<file path="src/rtl/dispense_pkg.sv">
// rtl/dispense_pkg.sv - shared state type, default servo timing and width helper for the dispense scheduler
package dispense_pkg;

  typedef enum logic [1:0] {
    IDLE  = 2'd0,
    OPEN  = 2'd1,
    CLOSE = 2'd2,
    DONE  = 2'd3
  } state_t;

  // Defaults assume a 100 kHz tick: 20 ms frame, 2.0 ms open pulse, 1.0 ms closed pulse.
  localparam int DEF_PERIOD_TICKS = 2000;
  localparam int DEF_OPEN_WIDTH   = 200;
  localparam int DEF_CLOSE_WIDTH  = 100;
  localparam int DEF_HOLD_PERIODS = 50;
  localparam int DEF_CNT_W        = 12;

  function automatic int slot_w(input int n);
    return (n > 1) ? $clog2(n) : 1;
  endfunction

endpackage

</file>
<file path="src/rtl/dispense_rr_arb.sv">
// rtl/dispense_rr_arb.sv - combinational round-robin pick: lowest requesting index at or above ptr_i, wrapping
module dispense_rr_arb
  import dispense_pkg::*;
#(
  parameter int NUM_SLOTS = 4,
  parameter int SW        = slot_w(NUM_SLOTS)
) (
  input  logic [NUM_SLOTS-1:0] req_i,
  input  logic [SW-1:0]        ptr_i,
  output logic [SW-1:0]        win_o,
  output logic                 valid_o
);

  always_comb begin
    int             j;
    logic [SW-1:0]  idx;
    logic           found;
    j       = 0;
    idx     = '0;
    found   = 1'b0;
    win_o   = '0;
    for (int i = 0; i < NUM_SLOTS; i++) begin
      j = int'(ptr_i) + i;
      if (j >= NUM_SLOTS) j = j - NUM_SLOTS;
      idx = SW'(j);
      if (!found && req_i[idx]) begin
        found = 1'b1;
        win_o = idx;
      end
    end
    valid_o = found;
  end

endmodule

</file>
<file path="src/rtl/dispense_pwm_sched.sv">
// rtl/dispense_pwm_sched.sv - round-robin servo gate sequencer on one shared PWM frame engine (optional DISPENSE_ABORT_EN)
module dispense_pwm_sched
  import dispense_pkg::*;
#(
  parameter int NUM_SLOTS    = 4,
  parameter int PERIOD_TICKS = DEF_PERIOD_TICKS,
  parameter int OPEN_WIDTH   = DEF_OPEN_WIDTH,
  parameter int CLOSE_WIDTH  = DEF_CLOSE_WIDTH,
  parameter int HOLD_PERIODS = DEF_HOLD_PERIODS,
  parameter int CNT_W        = DEF_CNT_W
) (
  input  logic                          clk,
  input  logic                          rst,
  input  logic                          tick_i,
  input  logic [NUM_SLOTS-1:0]          req_i,
`ifdef DISPENSE_ABORT_EN
  input  logic                          abort_i,
`endif
  output logic [NUM_SLOTS-1:0]          grant_o,
  output logic [NUM_SLOTS-1:0]          pwm_o,
  output logic                          busy_o,
  output logic                          done_o,
  output logic [$clog2(NUM_SLOTS)-1:0]  slot_o
);

  localparam int SW = slot_w(NUM_SLOTS);
  localparam int HW = $clog2(HOLD_PERIODS + 1);

  localparam logic [CNT_W-1:0] FRAME_LAST = CNT_W'(PERIOD_TICKS - 1);
  localparam logic [CNT_W-1:0] OPEN_HI    = CNT_W'(OPEN_WIDTH);
  localparam logic [CNT_W-1:0] CLOSE_HI   = CNT_W'(CLOSE_WIDTH);
  localparam logic [HW-1:0]    HOLD_LAST  = HW'(HOLD_PERIODS - 1);
  localparam logic [SW-1:0]    SLOT_LAST  = SW'(NUM_SLOTS - 1);

  state_t                 state_q;
  logic [CNT_W-1:0]       frame_q, frame_d, hi_cur;
  logic [HW-1:0]          hold_q;
  logic [SW-1:0]          ptr_q, slot_q, win_idx;
  logic                   win_valid;
  logic [NUM_SLOTS-1:0]   grant_q, pwm_q, win_mask;
  logic                   busy_q, done_q;
  logic                   wrap, last_frame, abort_req;

  dispense_rr_arb #(
    .NUM_SLOTS (NUM_SLOTS),
    .SW        (SW)
  ) u_arb (
    .req_i   (req_i),
    .ptr_i   (ptr_q),
    .win_o   (win_idx),
    .valid_o (win_valid)
  );

  assign win_mask   = NUM_SLOTS'(1) << win_idx;
  assign wrap       = tick_i && (frame_q == FRAME_LAST);
  assign frame_d    = !tick_i ? frame_q : (wrap ? '0 : frame_q + CNT_W'(1));
  assign last_frame = (hold_q == HOLD_LAST);
  assign hi_cur     = (state_q == OPEN) ? OPEN_HI : CLOSE_HI;

`ifdef DISPENSE_ABORT_EN
  // Abort is remembered until the frame wrap so the open pulse in flight is never cut short.
  logic abort_q;
  always_ff @(posedge clk) begin
    if (rst || state_q != OPEN) abort_q <= 1'b0;
    else if (abort_i)           abort_q <= 1'b1;
  end
  assign abort_req = abort_q | abort_i;
`else
  assign abort_req = 1'b0;
`endif

  always_ff @(posedge clk) begin
    if (rst) begin
      state_q <= IDLE;
      frame_q <= '0;
      hold_q  <= '0;
      ptr_q   <= '0;
      slot_q  <= '0;
      grant_q <= '0;
      pwm_q   <= '0;
      busy_q  <= 1'b0;
      done_q  <= 1'b0;
    end else begin
      done_q <= 1'b0;
      case (state_q)
        IDLE: begin
          if (win_valid) begin
            state_q <= OPEN;
            slot_q  <= win_idx;
            grant_q <= win_mask;
            frame_q <= '0;
            hold_q  <= '0;
            busy_q  <= 1'b1;
            pwm_q   <= (OPEN_HI != '0) ? win_mask : '0;
          end
        end
        OPEN, CLOSE: begin
          frame_q <= frame_d;
          if (wrap && state_q == OPEN && (last_frame || abort_req)) begin
            state_q <= CLOSE;
            hold_q  <= '0;
            pwm_q   <= (CLOSE_HI != '0) ? grant_q : '0;
          end else if (wrap && state_q == CLOSE && last_frame) begin
            state_q <= DONE;
            hold_q  <= '0;
            grant_q <= '0;
            pwm_q   <= '0;
            done_q  <= 1'b1;
          end else begin
            if (wrap) hold_q <= hold_q + HW'(1);
            pwm_q <= (frame_d < hi_cur) ? grant_q : '0;
          end
        end
        DONE: begin
          state_q <= IDLE;
          busy_q  <= 1'b0;
          ptr_q   <= (slot_q == SLOT_LAST) ? '0 : slot_q + SW'(1);
        end
        default: state_q <= IDLE;
      endcase
    end
  end

  assign grant_o = grant_q;
  assign pwm_o   = pwm_q;
  assign busy_o  = busy_q;
  assign done_o  = done_q;
  assign slot_o  = slot_q;

endmodule

</file>
<file path="config.mk">
export PLATFORM = sky130hd
export DESIGN_NAME = dispense_pwm_sched
export DESIGN_NICKNAME = d
export VERILOG_FILES = /design/src/rtl/dispense_pkg.sv /design/src/rtl/dispense_rr_arb.sv /design/src/rtl/dispense_pwm_sched.sv
export SDC_FILE = /design/constraint.sdc
export NUM_CORES = 1
export LEC_CHECK = 0
export ABC_AREA = 1
export CAP_MARGIN = 5
export CORE_ASPECT_RATIO = 1.2
export CORE_MARGIN = 5
export CORE_UTILIZATION = 40
export DETAILED_ROUTE_END_ITERATION = 7
export GPL_TIMING_DRIVEN = 0
export HOLD_SLACK_MARGIN = 0.12
export PLACE_DENSITY = 0.58
export SLEW_MARGIN = 5
export SYNTH_ARGS = -nofsm -noshare
export SYNTH_HDL_FRONTEND = slang
export SYNTH_SLANG_ARGS = --single-unit
export TNS_END_PERCENT = 5
</file>
<file path="constraint.sdc">
create_clock -name clk -period 4.2 [get_ports clk]
set_input_delay 0.42 -clock clk [delete_from_list [all_inputs] [get_ports clk]]
set_output_delay 0.42 -clock clk [all_outputs]
set_load 0.01 [all_outputs]
</file>
==> results.py <==
metrics = {
    "run_status": {
        "status": "complete, no violations",
    },
    "worst_setup_path": {
        "crit_fanout": 7,
        "criticalPathCategory": "in -> reg",
        "start_kind": "input port",
        "required_ps": 4420,
        "end_kind": "flop",
        "cp.arrival_ps": 2810,
    },
    "logic_synthesis": {
        "synth.distinct_cells": 33,
        "syn_area_mm2": 0.002351,
        "syn_area_per_cell_um2": 6.354,
        "postSynthCellCount": 370,
        "synth_edf_count": 0,
        "yosysSeqAreaShare_pct": 28.95,
        "synth-seq-cells": 34,
        "ys_warn_count": 0,
        "synthArstFlopShare_pct": 0,
        "syn_nets": 388,
        "ys.flop_type": "dfxtp_1",
    },
    "sta": {
        "finalSetupViolCount": 0,
        "final.setup.tns_ps": 0,
        "fin_skew_ps": 3.087,
        "max_freq_mhz": 386.4,
        "maxSlewViolCount": 0,
        "rsz0062_at_grt": "false",
        "tightest_slew_ps": 591.4,
        "period_needed_ps": 2588,
        "hold_viol_final": 0,
        "slew_headroom_pct": 60.58,
        "finalCritPeriodShare_pct": 61.62,
    },
    "cts": {
        "cts_tree": "built",
        "cts_resized": 0,
        "postCtsSetupRepairBufs": 0,
        "root_buffer": "clkbuf_8",
        "numCtsBuffers": 5,
        "clk_pin_slew_worst_paths_ps": 70,
        "numClockSinks": 34,
        "htreeDepth": 2,
        "insertion_delay_ps": 280,
        "clk_path_buf_depth": 2,
        "cts.hold.buffers_added": 0,
    },
    "floorplan": {
        "die_x_um": 79.99,
        "die_y_um": 93.98,
        "core_area_mm2": 0.005705,
        "rows": 30,
        "boundaryPins": 19,
        "initial_core_util_pct": 41.21,
        "dieArea_mm2": 0.007517,
    },
    "layout": {
        "seq_area_um2": 680.7,
        "num_antenna_cells": 0,
        "fillers": 620,
        "multiInputGateArea_mm2": 0.001419,
        "drive_above_1_share_pct": 7.595,
        "fin_util_pct": 47.54,
        "final_nets": 412,
        "area_delta_synth_final_pct": 15.38,
        "final_cell_mix": "95 x nand2_1, 48 x inv_1, 39 x nor2_1",
        "final_common_cell": "nand2_1",
    },
    "worst_hold_path": {
        "hold_class": "in -> reg",
    },
    "pwr": {
        "p_int_w": 0.0008146,
        "p_comb_share_pct": 54.3,
        "ir_drop_mv": 0.3200,
        "pwr-share-seq_pct": 28.9,
        "cellPowerDensity_mw_per_mm2": 555.5,
        "clkPwrFrac_pct": 16.8,
        "leakagePower_nw": 1.208,
        "sw_frac_of_total_pct": 45.94,
        "switchingPower_w": 0.0006922,
    },
    "global_routing": {
        "grt_overflow": 0,
        "grt_use_total_pct": 16.24,
        "grt_pass1_vias": 2216,
        "grt_max_degree": 11,
        "grt_first_pass_wirelength_mm": 9.867,
        "antenna_found_initial": 0,
    },
    "run": {
        "max_cap_viol_count": 0,
    },
    "drt": {
        "drt-total-wl_mm": 5.674,
        "viasPerCell": 4.802,
        "drc": 0,
        "wire_per_inst_um": 11.95,
        "drtIter0Drc": 75,
        "antenna_left": 0,
        "first_pass_iters": 6,
        "dr_total_vias": 2281,
    },
    "placed_design": {
        "dp_hpwl_mm": 4.479,
        "portBuffers": 17,
        "place.gp.congestion": 0.8767,
    },
}
-- power by group through the flow --
stage / combinational, W / sequential, W / clock (W)
global placement: 0.000823 / 0.000442 / 0
global route: 0.000935 / 0.000447 / 0.000276
finish: 0.000818 / 0.000436 / 0.000253
floorplan: 0.000590 / 0.000448 / 0
CTS: 0.000828 / 0.000437 / 0.000263
detailed placement: 0.000825 / 0.000443 / 0
-- routing by layer --
layer	global-route usage, %	vias up	routed length (um)
li1	-	1242	-
met1	18.97	1013	2683
met2	29.70	19	2823
met3	2.879	7	109
met4	4.789	0	58
met5	0	-	0
-- flip-flops by register name, indices dropped and copies added, names as in the netlist --
signal,count
busy_o,1
done_o,1
frame_q,12
grant_o,4
hold_q,6
ptr_q,2
pwm_o,4
slot_o,2
state_q,2
-- cell usage after synthesis (3+ instances only) --
| cell type | n | area [um2] |
|---|---|---|
| a21oi_1 | 27 | 135.1 |
| a31oi_1 | 3 | 18.77 |
| clkbuf_1 | 4 | 15.01 |
| dfxtp_1 | 34 | 680.7 |
| ha_1 | 11 | 137.6 |
| inv_1 | 48 | 180.2 |
| inv_2 | 4 | 15.01 |
| nand2_1 | 95 | 356.6 |
| nand2_2 | 4 | 25.02 |
| nand2_4 | 4 | 45.04 |
| nand3_1 | 27 | 135.1 |
| nand4_1 | 9 | 56.30 |
| nor2_1 | 39 | 146.4 |
| nor3_1 | 5 | 25.02 |
| o21ai_0 | 16 | 80.08 |
| o21ai_1 | 12 | 60.06 |
| o21ai_2 | 3 | 26.28 |
| o22ai_1 | 3 | 18.77 |
| xor2_1 | 5 | 43.79 |
-- kinds of logic (layout without fill, tap and decap cells) --
family          count (synthesis)  count (layout)  share of synthesized area [%]
simple gates                  190             190                          35.76
flops                          34              34                          28.95
fa+ha+maj                      11              11                          5.854
compound gates                 67              67                          15.49
xor+xnor                        7               7                          3.247
buf+inv                        61              86                          10.70
-- critical path, stage by stage --
cell	delay, ps
clkdlybuf4s50_1	640
nand3_1	140
nor2_1	250
nand2_1	150
o21ai_0	170
a21oi_1	90
ha_1	300
o21ai_0	70
nor2_1	60
nand2_1	70
nand4_1	90
nand2_1	170
nand2_1	70
a21oi_1	120
-- path summary, 6_finish.rpt --
| kind | cells after the start | end | from | slack, ps |
|---|---|---|---|---|
| setup / recovery | 14 | pwm_o[1] | tick_i | 1610 |
| hold / removal | 2 | hold_q[5] | rst | 470 |
| setup reg to reg | 14 | pwm_o[1] | frame_q[0] | 1910 |
| hold reg to reg | 2 | frame_q[10] | frame_q[10] | 490 |
-- area by class of cell --
type	count	share of cell area [%]
multi-input combinational	275	52.31
sequential	34	25.09
inverter	53	7.334
timing repair buffer	17	6.273
tap	80	3.690
clock buffer	7	3.183
buffer	8	1.937
clock inverter	1	0.1845
-- stage by stage --
stage	power [W]	std cells	area (um2)	hold WS, ps	setup slack, ps
floorplan	0.001038	370	2351	456.8	2357
global placement	0.001265	467	2621	475.8	1351
detailed placement	0.001269	467	2621	477.4	1327
CTS	0.001528	475	2713	470.2	1611
global route	0.001659	475	2713	499.6	1390
finish	0.001507	475	2713	467.6	1612
No activity file was read; power rests on OpenSTA's default activity.
